**config.mk**
```make
export PLATFORM = sky130hd
export DESIGN_NAME = ft_supervisor
export DESIGN_NICKNAME = d
export VERILOG_FILES = /design/src/rtl/ft_supervisor_pkg.sv /design/src/rtl/ft_supervisor_evt_fifo.sv /design/src/rtl/ft_supervisor.sv
export SDC_FILE = /design/constraint.sdc
export NUM_CORES = 1
export LEC_CHECK = 0
export CORE_ASPECT_RATIO = 1.2
export CORE_MARGIN = 10
export CORE_UTILIZATION = 40
export DETAILED_ROUTE_END_ITERATION = 16
export PLACE_DENSITY_LB_ADDON = 0.1
export SLEW_MARGIN = 20
export SYNTH_ARGS = -nofsm -noshare
export SYNTH_HDL_FRONTEND = slang
export SYNTH_SLANG_ARGS = --single-unit
```
**constraint.sdc**
```tcl
create_clock -name clk -period 15.9 [get_ports clk]
set_clock_uncertainty 0.1 [all_clocks]
set_input_delay 4.77 -clock clk [delete_from_list [all_inputs] [get_ports clk]]
set_output_delay 4.77 -clock clk [all_outputs]
set_load 0.02 [all_outputs]
```
**src/rtl/ft_supervisor_pkg.sv**
```systemverilog
// Shared types for the FT supervisor: event, health and command encodings,
// plus the replica popcount used by both event capture and health tracking.
package ft_supervisor_pkg;

    localparam int NUM_EVT_TYPES = 4;

    typedef enum logic [1:0] {
        EVT_CORRECTED      = 2'b00,
        EVT_UNCORRECTED    = 2'b01,
        EVT_REPLICA_BROKEN = 2'b10,
        EVT_FATAL          = 2'b11
    } ft_evt_e;

    typedef enum logic [1:0] {
        HEALTH_NORMAL   = 2'b00,
        HEALTH_DEGRADED = 2'b01,
        HEALTH_FATAL    = 2'b10
    } ft_health_e;

    typedef enum logic [1:0] {
        CMD_NOP      = 2'b00,
        CMD_SET_MASK = 2'b01,
        CMD_CLR_MASK = 2'b10,
        CMD_CLR_OVF  = 2'b11
    } ft_cmd_e;

    function automatic logic [1:0] popcount3(input logic [2:0] v);
        return {1'b0, v[0]} + {1'b0, v[1]} + {1'b0, v[2]};
    endfunction

endpackage

```
**src/rtl/ft_supervisor_evt_fifo.sv**
```systemverilog
// Synchronous event FIFO without fall-through; a push while full is accepted
// only when a pop frees the head slot in the same cycle.
module ft_evt_fifo #(
    parameter int DEPTH  = 4,
    parameter int DATA_W = 4
) (
    input  logic              clk,
    input  logic              rst_n,
    input  logic              push,
    input  logic              pop,
    input  logic [DATA_W-1:0] wr_data,
    output logic [DATA_W-1:0] rd_data,
    output logic              full,
    output logic              empty
);

    localparam int PW = $clog2(DEPTH);

    logic [DATA_W-1:0] mem [DEPTH];
    logic [PW:0]       wr_ptr;
    logic [PW:0]       rd_ptr;
    logic              do_push;
    logic              do_pop;

    assign empty   = (wr_ptr == rd_ptr);
    assign full    = (wr_ptr[PW] != rd_ptr[PW]) && (wr_ptr[PW-1:0] == rd_ptr[PW-1:0]);
    assign do_pop  = pop && !empty;
    assign do_push = push && (!full || do_pop);

    always_ff @(posedge clk or negedge rst_n) begin
        if (!rst_n) begin
            wr_ptr <= '0;
            rd_ptr <= '0;
        end else begin
            if (do_push) wr_ptr <= wr_ptr + 1'b1;
            if (do_pop)  rd_ptr <= rd_ptr + 1'b1;
        end
    end

    always_ff @(posedge clk) begin
        if (do_push) mem[wr_ptr[PW-1:0]] <= wr_data;
    end

    // Storage is not reset, so the head reads as zero whenever nothing is queued.
    assign rd_data = empty ? '0 : mem[rd_ptr[PW-1:0]];

endmodule

```
**src/rtl/ft_supervisor.sv**
```systemverilog
// Supervisor for triplicated FT units: latches error events, serialises them
// round-robin into an event FIFO, owns the set_broken masks and tracks health.
module ft_supervisor
    import ft_supervisor_pkg::*;
#(
    parameter  int NUNITS     = 4,
    parameter  int FIFO_DEPTH = 4,
    parameter  int OVF_W      = 8,
    localparam int UW         = $clog2(NUNITS)
) (
    input  logic                clk,
    input  logic                rst_n,
    input  logic [NUNITS-1:0]   unit_err_detected_i,
    input  logic [NUNITS-1:0]   unit_err_corrected_i,
    input  logic [3*NUNITS-1:0] unit_is_broken_i,
    output logic [3*NUNITS-1:0] unit_set_broken_o,
    input  logic                cmd_valid_i,
    output logic                cmd_ready_o,
    input  logic [UW-1:0]       cmd_unit_i,
    input  logic [1:0]          cmd_op_i,
    input  logic [2:0]          cmd_mask_i,
    output logic                evt_valid_o,
    input  logic                evt_ready_i,
    output logic [UW-1:0]       evt_unit_o,
    output logic [1:0]          evt_type_o,
    output logic [1:0]          state_o,
    output logic [OVF_W-1:0]    ovf_cnt_o
);

    localparam int NT = NUM_EVT_TYPES;
    localparam int CW = $clog2(NUNITS * NT + 1);
    localparam int SW = OVF_W + CW + 1;

    function automatic logic [OVF_W-1:0] sat_add(input logic [OVF_W-1:0] base,
                                                 input logic [CW-1:0]    inc);
        logic [SW-1:0] sum;
        sum = SW'(base) + SW'(inc);
        if (sum[SW-1:OVF_W] != '0) return {OVF_W{1'b1}};
        return sum[OVF_W-1:0];
    endfunction

    logic [NUNITS-1:0][2:0]    broken_cur;
    logic [NUNITS-1:0][2:0]    broken_p0;
    logic [NUNITS-1:0][2:0]    mask_p0;
    logic [NUNITS-1:0][NT-1:0] occ;
    logic [NUNITS-1:0][NT-1:0] clr;
    logic [NUNITS-1:0][NT-1:0] pend_p0;
    logic [NUNITS-1:0][NT-1:0] pend_nxt;
    logic [UW-1:0]             last_p0;
    logic [UW-1:0]             grant_u;
    ft_evt_e                   grant_t;
    logic                      found;
    logic                      push_en;
    logic                      evt_pop;
    logic                      fifo_full;
    logic                      fifo_empty;
    logic [UW+1:0]             fifo_rd;
    logic [CW-1:0]             ovf_inc;
    logic [OVF_W-1:0]          ovf_p0;
    logic                      any_one;
    logic                      any_two;
    ft_health_e                state_p0;
    ft_cmd_e                   cmd_op;
    logic                      cmd_hit;
    logic                      ovf_clr;

    assign broken_cur = unit_is_broken_i;
    assign cmd_op     = ft_cmd_e'(cmd_op_i);
    assign cmd_hit    = cmd_valid_i && (int'(cmd_unit_i) < NUNITS);
    assign ovf_clr    = cmd_hit && (cmd_op == CMD_CLR_OVF);

    // p0: per-unit event capture against the registered is_broken history
    always_comb begin
        occ = '0;
        any_one = 1'b0;
        any_two = 1'b0;
        for (int u = 0; u < NUNITS; u++) begin
            occ[u][EVT_CORRECTED]      = unit_err_detected_i[u] && unit_err_corrected_i[u];
            occ[u][EVT_UNCORRECTED]    = unit_err_detected_i[u] && !unit_err_corrected_i[u];
            occ[u][EVT_REPLICA_BROKEN] = |(broken_cur[u] & ~broken_p0[u]);
            occ[u][EVT_FATAL]          = (popcount3(broken_cur[u]) >= 2'd2) &&
                                         (popcount3(broken_p0[u]) < 2'd2);
            if (popcount3(broken_cur[u]) == 2'd1)      any_one = 1'b1;
            else if (popcount3(broken_cur[u]) >= 2'd2) any_two = 1'b1;
        end
    end

    // p1: round-robin unit pick, then fixed type priority within the unit
    always_comb begin
        found   = 1'b0;
        grant_u = '0;
        for (int i = 1; i <= NUNITS; i++) begin
            if (!found && (|pend_p0[(int'(last_p0) + i) % NUNITS])) begin
                found   = 1'b1;
                grant_u = UW'((int'(last_p0) + i) % NUNITS);
            end
        end
        grant_t = EVT_CORRECTED;
        if (pend_p0[grant_u][EVT_FATAL])               grant_t = EVT_FATAL;
        else if (pend_p0[grant_u][EVT_REPLICA_BROKEN]) grant_t = EVT_REPLICA_BROKEN;
        else if (pend_p0[grant_u][EVT_UNCORRECTED])    grant_t = EVT_UNCORRECTED;
    end

    assign evt_pop = evt_valid_o && evt_ready_i;
    assign push_en = found && (!fifo_full || evt_pop);

    // A fresh occurrence beats the clear of the same pending bit and is not a drop.
    always_comb begin
        clr = '0;
        if (push_en) clr[grant_u][grant_t] = 1'b1;
        ovf_inc = '0;
        for (int u = 0; u < NUNITS; u++) begin
            for (int t = 0; t < NT; t++) begin
                if (occ[u][t] && pend_p0[u][t] && !clr[u][t]) ovf_inc = ovf_inc + 1'b1;
            end
        end
        pend_nxt = (pend_p0 & ~clr) | occ;
    end

    always_ff @(posedge clk or negedge rst_n) begin
        if (!rst_n) begin
            broken_p0 <= '0;
            pend_p0   <= '0;
            mask_p0   <= '0;
            last_p0   <= UW'(NUNITS - 1);
            ovf_p0    <= '0;
            state_p0  <= HEALTH_NORMAL;
        end else begin
            broken_p0 <= broken_cur;
            pend_p0   <= pend_nxt;
            if (push_en) last_p0 <= grant_u;
            if (cmd_hit) begin
                case (cmd_op)
                    CMD_SET_MASK: mask_p0[cmd_unit_i] <= mask_p0[cmd_unit_i] | cmd_mask_i;
                    CMD_CLR_MASK: mask_p0[cmd_unit_i] <= mask_p0[cmd_unit_i] & ~cmd_mask_i;
                    default:      ;
                endcase
            end
            ovf_p0 <= sat_add(ovf_clr ? '0 : ovf_p0, ovf_inc);
            case (state_p0)
                HEALTH_NORMAL: begin
                    if (any_two)      state_p0 <= HEALTH_FATAL;
                    else if (any_one) state_p0 <= HEALTH_DEGRADED;
                end
                HEALTH_DEGRADED: begin
                    if (any_two)       state_p0 <= HEALTH_FATAL;
                    else if (!any_one) state_p0 <= HEALTH_NORMAL;
                end
                HEALTH_FATAL: ;
                default:      state_p0 <= HEALTH_NORMAL;
            endcase
        end
    end

    ft_evt_fifo #(
        .DEPTH  (FIFO_DEPTH),
        .DATA_W (UW + 2)
    ) u_evt_fifo (
        .clk     (clk),
        .rst_n   (rst_n),
        .push    (push_en),
        .pop     (evt_pop),
        .wr_data ({grant_u, grant_t}),
        .rd_data (fifo_rd),
        .full    (fifo_full),
        .empty   (fifo_empty)
    );

    assign evt_valid_o       = !fifo_empty;
    assign evt_unit_o        = fifo_rd[UW+1:2];
    assign evt_type_o        = fifo_rd[1:0];
    assign unit_set_broken_o = mask_p0;
    assign state_o           = state_p0;
    assign ovf_cnt_o         = ovf_p0;
    assign cmd_ready_o       = 1'b1;

endmodule

```
==> run_results.csv <==
group,metric,value,unit
run_status,outcome,"complete, no violations",
sta,period_needed,15.21,ns
placed_design,dpl-instance-area,6320,um2
global_route,grt_pass1_vias,4412,
routing,drt_iter0_drc,258,
routing,num_vias,4417,
layout,area_growth,20.1,%
worst_setup_path,critPathLaunchType,"input pin",
clocking,clockBufferDepth,2,
sta,slew_viol_final,0,
routing,first_pass_iters,4,
die,io-pin-count,59,
die,num_rows,47,
worst_setup_path,crit_arrival,15.34,ns
sta,setup_viol,0,
routing,routed_via_density,5.49,
yosys,yosysSeqAreaShare,34.8,%
placed_design,io_buffers,57,
worst_setup_path,crit_family,"adder cells",
placed_design,dp_hpwl,10.9,mm
routing,ant_nets,0,
clocking,cts_sinks,74,
routing,totalWireLength,13.6,mm
worst_setup_path,path_buf_inv,6,
yosys,synth_edf_count,16,
layout,drive_above_1_share,14.2,%
global_route,antenna_found_initial,0,
die,die_h,149,um
yosys,synth.cell_area,5550,um2
clocking,clk_latency,0.34,ns
worst_setup_path,max_stage_delay,0.54,ns
global_route,grt_pass1_wl,22.8,mm
yosys,synth.distinct_cells,84,
layout,n_antenna_cell,0,
routing,drc,0,
placed_design,place_congestion,0.837,
sta,setup_slack,0.692,ns
routing,wl_per_cell,16.9,um
yosys,yosysWarnings,0,
global_route,gr-usage-all-layers,14.7,%
clocking,clk_pin_slew,0.06,ns
yosys,ys_seq_elements,74,
clocking,htree_levels,3,
sta,worst_pin_slew,0.797,ns
layout,fin_area,6670,um2
job,max_cap_viol_count,0,
worst_setup_path,cp-end-kind,"flop",
yosys,syn_inst,566,
worst_setup_path,crit_fanout,4,
clocking,cts_root_buffer,"clkbuf_16",
sta,fin_crit_sh,95.6,%
yosys,ys.flop_type,"dfrtp_1",
yosys,avgSynthCellArea,9.81,um2
sta,timing.setup.tns,0,ns
clocking,ctsHoldBuffers,0,
clocking,cts_made_buffers,9,
die,die_w,128,um
worst_setup_path,crit_top_cell,"ha_1",
worst_setup_path,critical_path_class,"in2reg",
sta,rsz0062_at_grt,"false",
die,start_util,40.5,%
sta,hold_viol,0,
die,die-area,19000,um2
clocking,cts_tree,"done",
min_path,hp-class,"reg2reg",
placed_design,dp_worst_setup_slack,-0.182,ns
layout,fin_nets,696,
sta,max_clock_freq,65.8,MHz
worst_setup_path,cp_slowest_cell,"clkdlybuf4s50_1",
worst_setup_path,reg2reg_slack,3.36,ns
worst_setup_path,cp.required,16.03,ns
global_route,grt.overflow.total,0,
sta,slew_headroom,46.8,%
yosys,async_reset_ff_share,78.4,%
global_route,grt_start_max_net_pins,59,
die,core,13700,um2
yosys,synth_nets,633,
==> state kept, by name (all words and copies together), names as in the netlist <==
name,count
u_evt_fifo.mem,16
u_evt_fifo.rd_ptr,3
u_evt_fifo.wr_ptr,3
last_p0,2
broken_p0,12
pend_p0,16
unit_set_broken_o,12
ovf_cnt_o,8
state_o,2
==> through the flow <==
step	util, %	cells	hold WS (ns)
floorplan	-	566	0.362
global placement	46.1	789	0.378
detailed placement	46.1	789	0.384
CTS	48.3	805	0.392
global route	48.7	805	0.418
finish	48.7	805	0.387
==> worst paths after layout <==
check / start / to / depth (start not counted)
max in group asynchronous: rst_n / u_evt_fifo.rd_ptr[0]$_DFFE_PN0P_ / 2
setup reg to reg: pend_p0[2]$_DFF_PN0_ / ovf_cnt_o[7]$_DFF_PN0_ / 59
setup / recovery: evt_ready_i / ovf_cnt_o[7]$_DFF_PN0_ / 58
min in group asynchronous: rst_n / pend_p0[3]$_DFF_PN0_ / 2
hold reg to reg: u_evt_fifo.wr_ptr[2]$_DFFE_PN0P_ / u_evt_fifo.wr_ptr[2]$_DFFE_PN0P_ / 1
hold / removal: u_evt_fifo.wr_ptr[2]$_DFFE_PN0P_ / u_evt_fifo.wr_ptr[2]$_DFFE_PN0P_ / 1
==> per-layer routing <==
metal  vias up  share of wire (%)  wire length (um)  track usage [%]
li1       2165                  -                 -                -
met1      2173                 43              5830             17.4
met2        66                 52              7150             25.8
met3        13                3.5               481             2.95
met4         0                1.3               183             4.96
met5         -                  0                 0                0
==> layout make-up <==
cell class | count | area, um2
Fill cell | 1290 | 7030
Tap cell | 171 | 214
Multi-Input combinational cell | 438 | 3450
Sequential cell | 74 | 1930
Inverter | 42 | 160
Clock buffer | 11 | 264
Timing Repair Buffer | 64 | 618
Clock inverter | 5 | 35.0
==> synth_stat cells (4+ instances only) <==
| cell | number | area (um2) |
|---|---|---|
| nand2_1 | 58 | 218 |
| dfrtp_1 | 56 | 1400 |
| inv_1 | 40 | 150 |
| nor2_1 | 38 | 143 |
| ha_1 | 31 | 388 |
| nand3_1 | 28 | 140 |
| a21oi_1 | 24 | 120 |
| o21ai_0 | 24 | 120 |
| xnor2_1 | 22 | 193 |
| and2_1 | 21 | 131 |
| edfxtp_1 | 16 | 480 |
| a21o_1 | 11 | 82.6 |
| xor2_1 | 10 | 87.6 |
| and3_1 | 9 | 56.3 |
| mux2i_1 | 9 | 90.1 |
| nand2b_1 | 9 | 56.3 |
| nand4_1 | 9 | 56.3 |
| a31oi_1 | 7 | 43.8 |
| mux4_2 | 7 | 158 |
| nor2b_1 | 7 | 43.8 |
| nor3_1 | 7 | 35.0 |
| o211ai_1 | 7 | 52.6 |
| or2_2 | 7 | 43.8 |
| clkbuf_1 | 5 | 18.8 |
| fa_1 | 5 | 100 |
| a21boi_0 | 4 | 30.0 |
| mux2_2 | 4 | 45.0 |
| o21bai_1 | 4 | 30.0 |
==> cells by family after synthesis <==
logic type | synth area share [%]
multiplexers | 5.54
buffers and inverters | 4.03
flip-flops | 34.8
other | 0.0675
AO/OA/AOI/OAI | 16.7
adder cells (fa/ha/maj) | 8.79
AND/OR/NAND/NOR | 20.5
XOR/XNOR | 9.49
==> cells in the final DEF, fill, tap and decap left out, types with 8 or more instances in the layout <==
cell type and count:
nand2_1 58, dfrtp_1 56, clkdlybuf4s50_1 56, inv_1 40, nor2_1 36, ha_1 31
nand3_1 28, o21ai_0 24, a21oi_1 23, xnor2_1 22, and2_1 21, edfxtp_1 16
a21o_1 11, xor2_1 10, clkbuf_16 10, nand2b_1 9, and3_1 9, nand4_1 9
mux2i_1 8
==> timing repair <==
item	in CTS	in global routing
gates resized for setup	0	14
setup endpoints to repair	0	8
buffers inserted	0	0
Power is not shown: default switching activity piles up to over one toggle a cycle in this logic, so the estimate is an artifact.
==> variant 1, RTL diff (config.mk and constraints unchanged) <==
Make the reset (`rst_n`) synchronous in 2 clocked blocks.
--- a/src/rtl/ft_supervisor_evt_fifo.sv
+++ b/src/rtl/ft_supervisor_evt_fifo.sv
@@ -29,3 +29,3 @@
 
-    always_ff @(posedge clk or negedge rst_n) begin
+    always_ff @(posedge clk) begin
         if (!rst_n) begin
--- a/src/rtl/ft_supervisor.sv
+++ b/src/rtl/ft_supervisor.sv
@@ -119,3 +119,3 @@
 
-    always_ff @(posedge clk or negedge rst_n) begin
+    always_ff @(posedge clk) begin
         if (!rst_n) begin
Behaviour: differs if rst_n is asserted again (counterexample within 4 cycles, from zero or initial values and one cycle with rst_n low); with rst_n held inactive, the same outputs for 4 cycles.
==> variant 1 against the unedited design <==
Setup slack got worse by 0.062 ns. Critical path depth fell by 1. Sequential cell count rose by 2. Synthesized area fell by 2.1%. Design area fell by 2.1%. Routed wire length fell by 1.3%. Count of clock-buffer cells in the layout fell by 2. Critical path type unchanged. Largest cell class unchanged.
==> variant 1: results (changes against the unedited design) <==
Via Count 4502 (was 4417); Metal-1 WL 5703 microns (was 5825 microns); Post-Synth Adder-Cell Area 8.978% (was 8.788%); outcome finished, final reports clean (unchanged); top cells by count, synth 67 x nor2_1, 60 x dfxtp_1, 43 x nand2_1 (was 58 x nand2_1, 56 x dfrtp_1, 40 x inv_1); reg2reg start pend_p0[15] (was pend_p0[2]); post-synthesis cell count 586 (was 566); R2R Setup Slk 3.22 ns (was 3.36 ns); met2 Usage GRT 25.05% (was 25.85%); Seq/Total Area, Yosys 30.94% (was 34.84%); pin count of the biggest net entering global routing 47 (was 59); M3 GR Usage 4.114% (was 2.952%); routability cong. 0.8516 (was 0.8372); worst-margin pin slew 0.8254 ns (was 0.7974 ns); Synth Flop Type dfxtp_1 (was dfrtp_1); Filler Cell Count 1268 (was 1290); compound-gate portion of the synthesized area 17.61% (was 16.74%); Post-Synth XOR/XNOR Area 10.11% (was 9.486%); Max Freq 65.49 MHz (was 65.76 MHz); ys async rst share 0% (was 78.38%); WP data arrival 15.40 ns (was 15.34 ns); Global Route Usage Sum 14.25% (was 14.72%); Setup crit end ovf_cnt_o[7] (unchanged); Iteration-0 DRC Markers 163 (was 258); pre-CTS WS -0.1560 ns (was -0.1822 ns)
variant 1: cell families (layout without fill, tap and decap cells):
| kind of cell | after synthesis | count (layout) |
|---|---|---|
| XOR/XNOR | 48 | 48 |
| multiplexers | 31 | 31 |
| AO/OA/AOI/OAI | 123 | 123 |
| adder cells (fa/ha/maj) | 36 | 36 |
| AND/OR/NAND/NOR | 214 | 214 |
| flip-flops | 76 | 76 |
| other | 1 | 1 |
| buffers and inverters | 57 | 125 |
variant 1: stage by stage:
stage | hold WS [ns] | cells | cell area (sq um) | total power (uW) | util (%)
global placement | 0.3467 | 802 | 6177 | 673.2 | 46.46
CTS | 0.3530 | 818 | 6446 | 875.1 | 48.48
finish | 0.3402 | 822 | 6530 | 883.3 | 49.12
floorplan | 0.3801 | 586 | 5435 | 567.8 | -
detailed placement | 0.3510 | 802 | 6177 | 685.7 | 46.46
global route | 0.3681 | 822 | 6530 | 950.8 | 49.12
variant 1: worst min-delay path by stage:
stage,to,cells past startpoint,from,slack [ns]
3_5_place_dp,state_o[1],1,state_o[0],0.35
2_1_floorplan,register,2,u_evt_fifo.rd_ptr[1],0.38
5_1_grt,state_o[1],1,state_o[0],0.37
4_1_cts,state_o[1],1,state_o[0],0.35
3_3_place_gp,state_o[1],1,state_o[0],0.35
6_report,state_o[1],1,state_o[0],0.34
variant 1: layout make-up:
cell class	count	area share, %
Clock buffer	9	3.449
Inverter	44	2.529
Multi-Input combinational cell	453	54.72
Timing Repair Buffer	65	9.657
Tap cell	168	3.219
Sequential cell	76	25.75
Clock inverter	7	0.6706
variant 1: repair_timing:
| action | 4_1_cts | 5_1_grt |
|---|---|---|
| gates resized for setup | 0 | 19 |
| endpoints found under the setup margin | 0 | 8 |
| buffers inserted | 0 | 4 |
| hold endpoints to repair | 0 | 0 |
==> variant 2, RTL diff (same flow settings) <==
Without the edit above. The parameter `FIFO_DEPTH` goes from 4 to 16.
--- a/src/rtl/ft_supervisor.sv
+++ b/src/rtl/ft_supervisor.sv
@@ -6,3 +6,3 @@
     parameter  int NUNITS     = 4,
-    parameter  int FIFO_DEPTH = 4,
+    parameter  int FIFO_DEPTH = 16,
     parameter  int OVF_W      = 8,
Check against the original RTL: no difference found for any inputs over 4 cycles, from zero or initial values and one cycle with rst_n low; that may be too few to reach the edited logic, so the function may still have changed.
==> variant 2 against the unedited design <==
Routed wire length grew 31%. Hold slack gained 0.0011 ns. Sequential cell count grew 52. Critical path type unchanged. Synthesized area grew 39%. Design area grew 38%. Setup slack lost 0.11 ns. Critical endpoint unchanged. Core utilization shrank 0.20 points.
Power is left out: the tool's default activity adds up to more than one toggle a clock period on the data nets, which glitch-free logic cannot reach.
==> variant 2: results (changes against the unedited design) <==
# diodes 0 (unchanged); later-pin clock latency in the skew report 0.41 ns (was 0.34 ns); layout net count 804 (was 696); pre-CTS WS -0.03942 ns (was -0.1822 ns); CP max FO 5 (was 4); ys async rst share 49.21% (was 78.38%); layout cells sized above 1 16.13% (was 14.20%); worst-margin pin slew 0.8819 ns (was 0.7974 ns); number of synthesized flops with an enable pin 64 (was 16); CTS Buffer Depth 2 (unchanged); CP Launch Point evt_ready_i (unchanged); outcome finished, final reports clean (unchanged); reg2reg start pend_p0[4] (was pend_p0[2]); Filler Cell Count 1746 (was 1290); Yosys warnings 0 (unchanged); top cells by count, synth 64 x edfxtp_1, 64 x nand2_1, 60 x dfrtp_1 (was 58 x nand2_1, 56 x dfrtp_1, 40 x inv_1); CTS Buf Count 17 (was 9); hpwl dp 13880 microns (was 10880 microns); Synth Net Count 736 (was 633); vias in the first global route 5602 (was 4412); Hold Crit Start state_o[0] (was u_evt_fifo.wr_ptr[2]); pin count of the biggest net entering global routing 63 (was 59); first-pass GRT wire length 29480 microns (was 22760 microns); CP max stage delay 0.66 ns (was 0.54 ns); Via Count 5304 (was 4417); DR WL/cell 17.71 microns (was 16.95 microns); Seq/Total Area, Yosys 45.14% (was 34.84%); Area contributors post-synth edfxtp_1 25%, dfrtp_1 19%, mux4_2 6.7%, ha_1 5.0%, xnor2_1 3.6% (was dfrtp_1 25%, edfxtp_1 8.7%, ha_1 7.0%, nand2_1 3.9%, xnor2_1 3.5%); # port buffers 57 (unchanged); Hold Crit Class reg2reg (unchanged); WP data arrival 15.53 ns (was 15.34 ns); Global Route Usage Sum 14.58% (was 14.72%); CTS root buffer clkbuf_16 (unchanged); Iteration-0 DRC Markers 254 (was 258); routability cong. 0.8780 (was 0.8372); drt pass-1 iters 4 (unchanged); number of distinct library cells after synthesis 92 (was 84); Critical-path top delay cell or4b_2 (was clkdlybuf4s50_1); # H-tree levels 4 (was 3); Worst-path clk slew 0.06 ns (about the same); max reg flops 64; initial antenna violation count 0 (unchanged); dpl cell area 8559 sq um (was 6321 sq um)
[variant 2: cell families after synthesis]
family,share of synthesized area [%]
other,0.04870
adders and majority gates,6.597
muxes,8.921
AOI/OAI and AO/OA,12.12
and+or+nand+nor,16.01
DFF,45.14
xor gates and xnor gates,8.368
buffers and inverters,2.795
[variant 2: worst max-delay path: cells and delay by family]
kind                     cells  cell delay [ns]
AO/OA/AOI/OAI               10             1.40
multiplexers                 3             0.78
XOR/XNOR                     5             0.66
adder cells (fa/ha/maj)     12             3.48
AND/OR/NAND/NOR             18             3.78
buffers and inverters        4             0.64
[variant 2: worst paths after layout]
check	end	slack [ns]	cells past startpoint
min in group asynchronous	unit_set_broken_o[3]	4.42	2
max reg2reg	ovf_cnt_o[7]	3.08	58
max in group asynchronous	pend_p0[11]	10.74	2
min	state_o[1]	0.39	1
min reg2reg	state_o[1]	0.39	1
max	ovf_cnt_o[7]	0.58	52
[variant 2: per-layer routing]
metal	global-route usage [%]	part of all wire, %	vias up
li1	-	-	2604
met1	16.28	41	2621
met2	27.06	55	64
met3	2.719	2.4	15
met4	5.229	1.7	0
met5	0	0	-
[variant 2: stage by stage]
| stage | std cells | setup TNS (ns) |
|---|---|---|
| floorplan | 669 | 0 |
| global placement | 972 | 0 |
| detailed placement | 972 | -0.03942 |
| CTS | 1004 | 0 |
| global route | 1006 | 0 |
| finish | 1006 | 0 |
[variant 2: cell type report]
class | instances | area, sq um | area share [%]
inverters | 40 | 151.4 | 1.650
clock inverters | 14 | 145.1 | 1.582
repair buffers | 64 | 618.1 | 6.736
clock buffers | 18 | 429.2 | 4.677
flip-flops and latches | 126 | 3476 | 37.88
multi-input cells | 488 | 4036 | 43.99
well taps | 256 | 320.3 | 3.491
[variant 2: timing repair]
item                                   4_1_cts  5_1_grt
gates resized for setup                      0        7
setup buffers                                0        2
setup endpoints to repair                    0        2
endpoints found under the hold margin        0        0
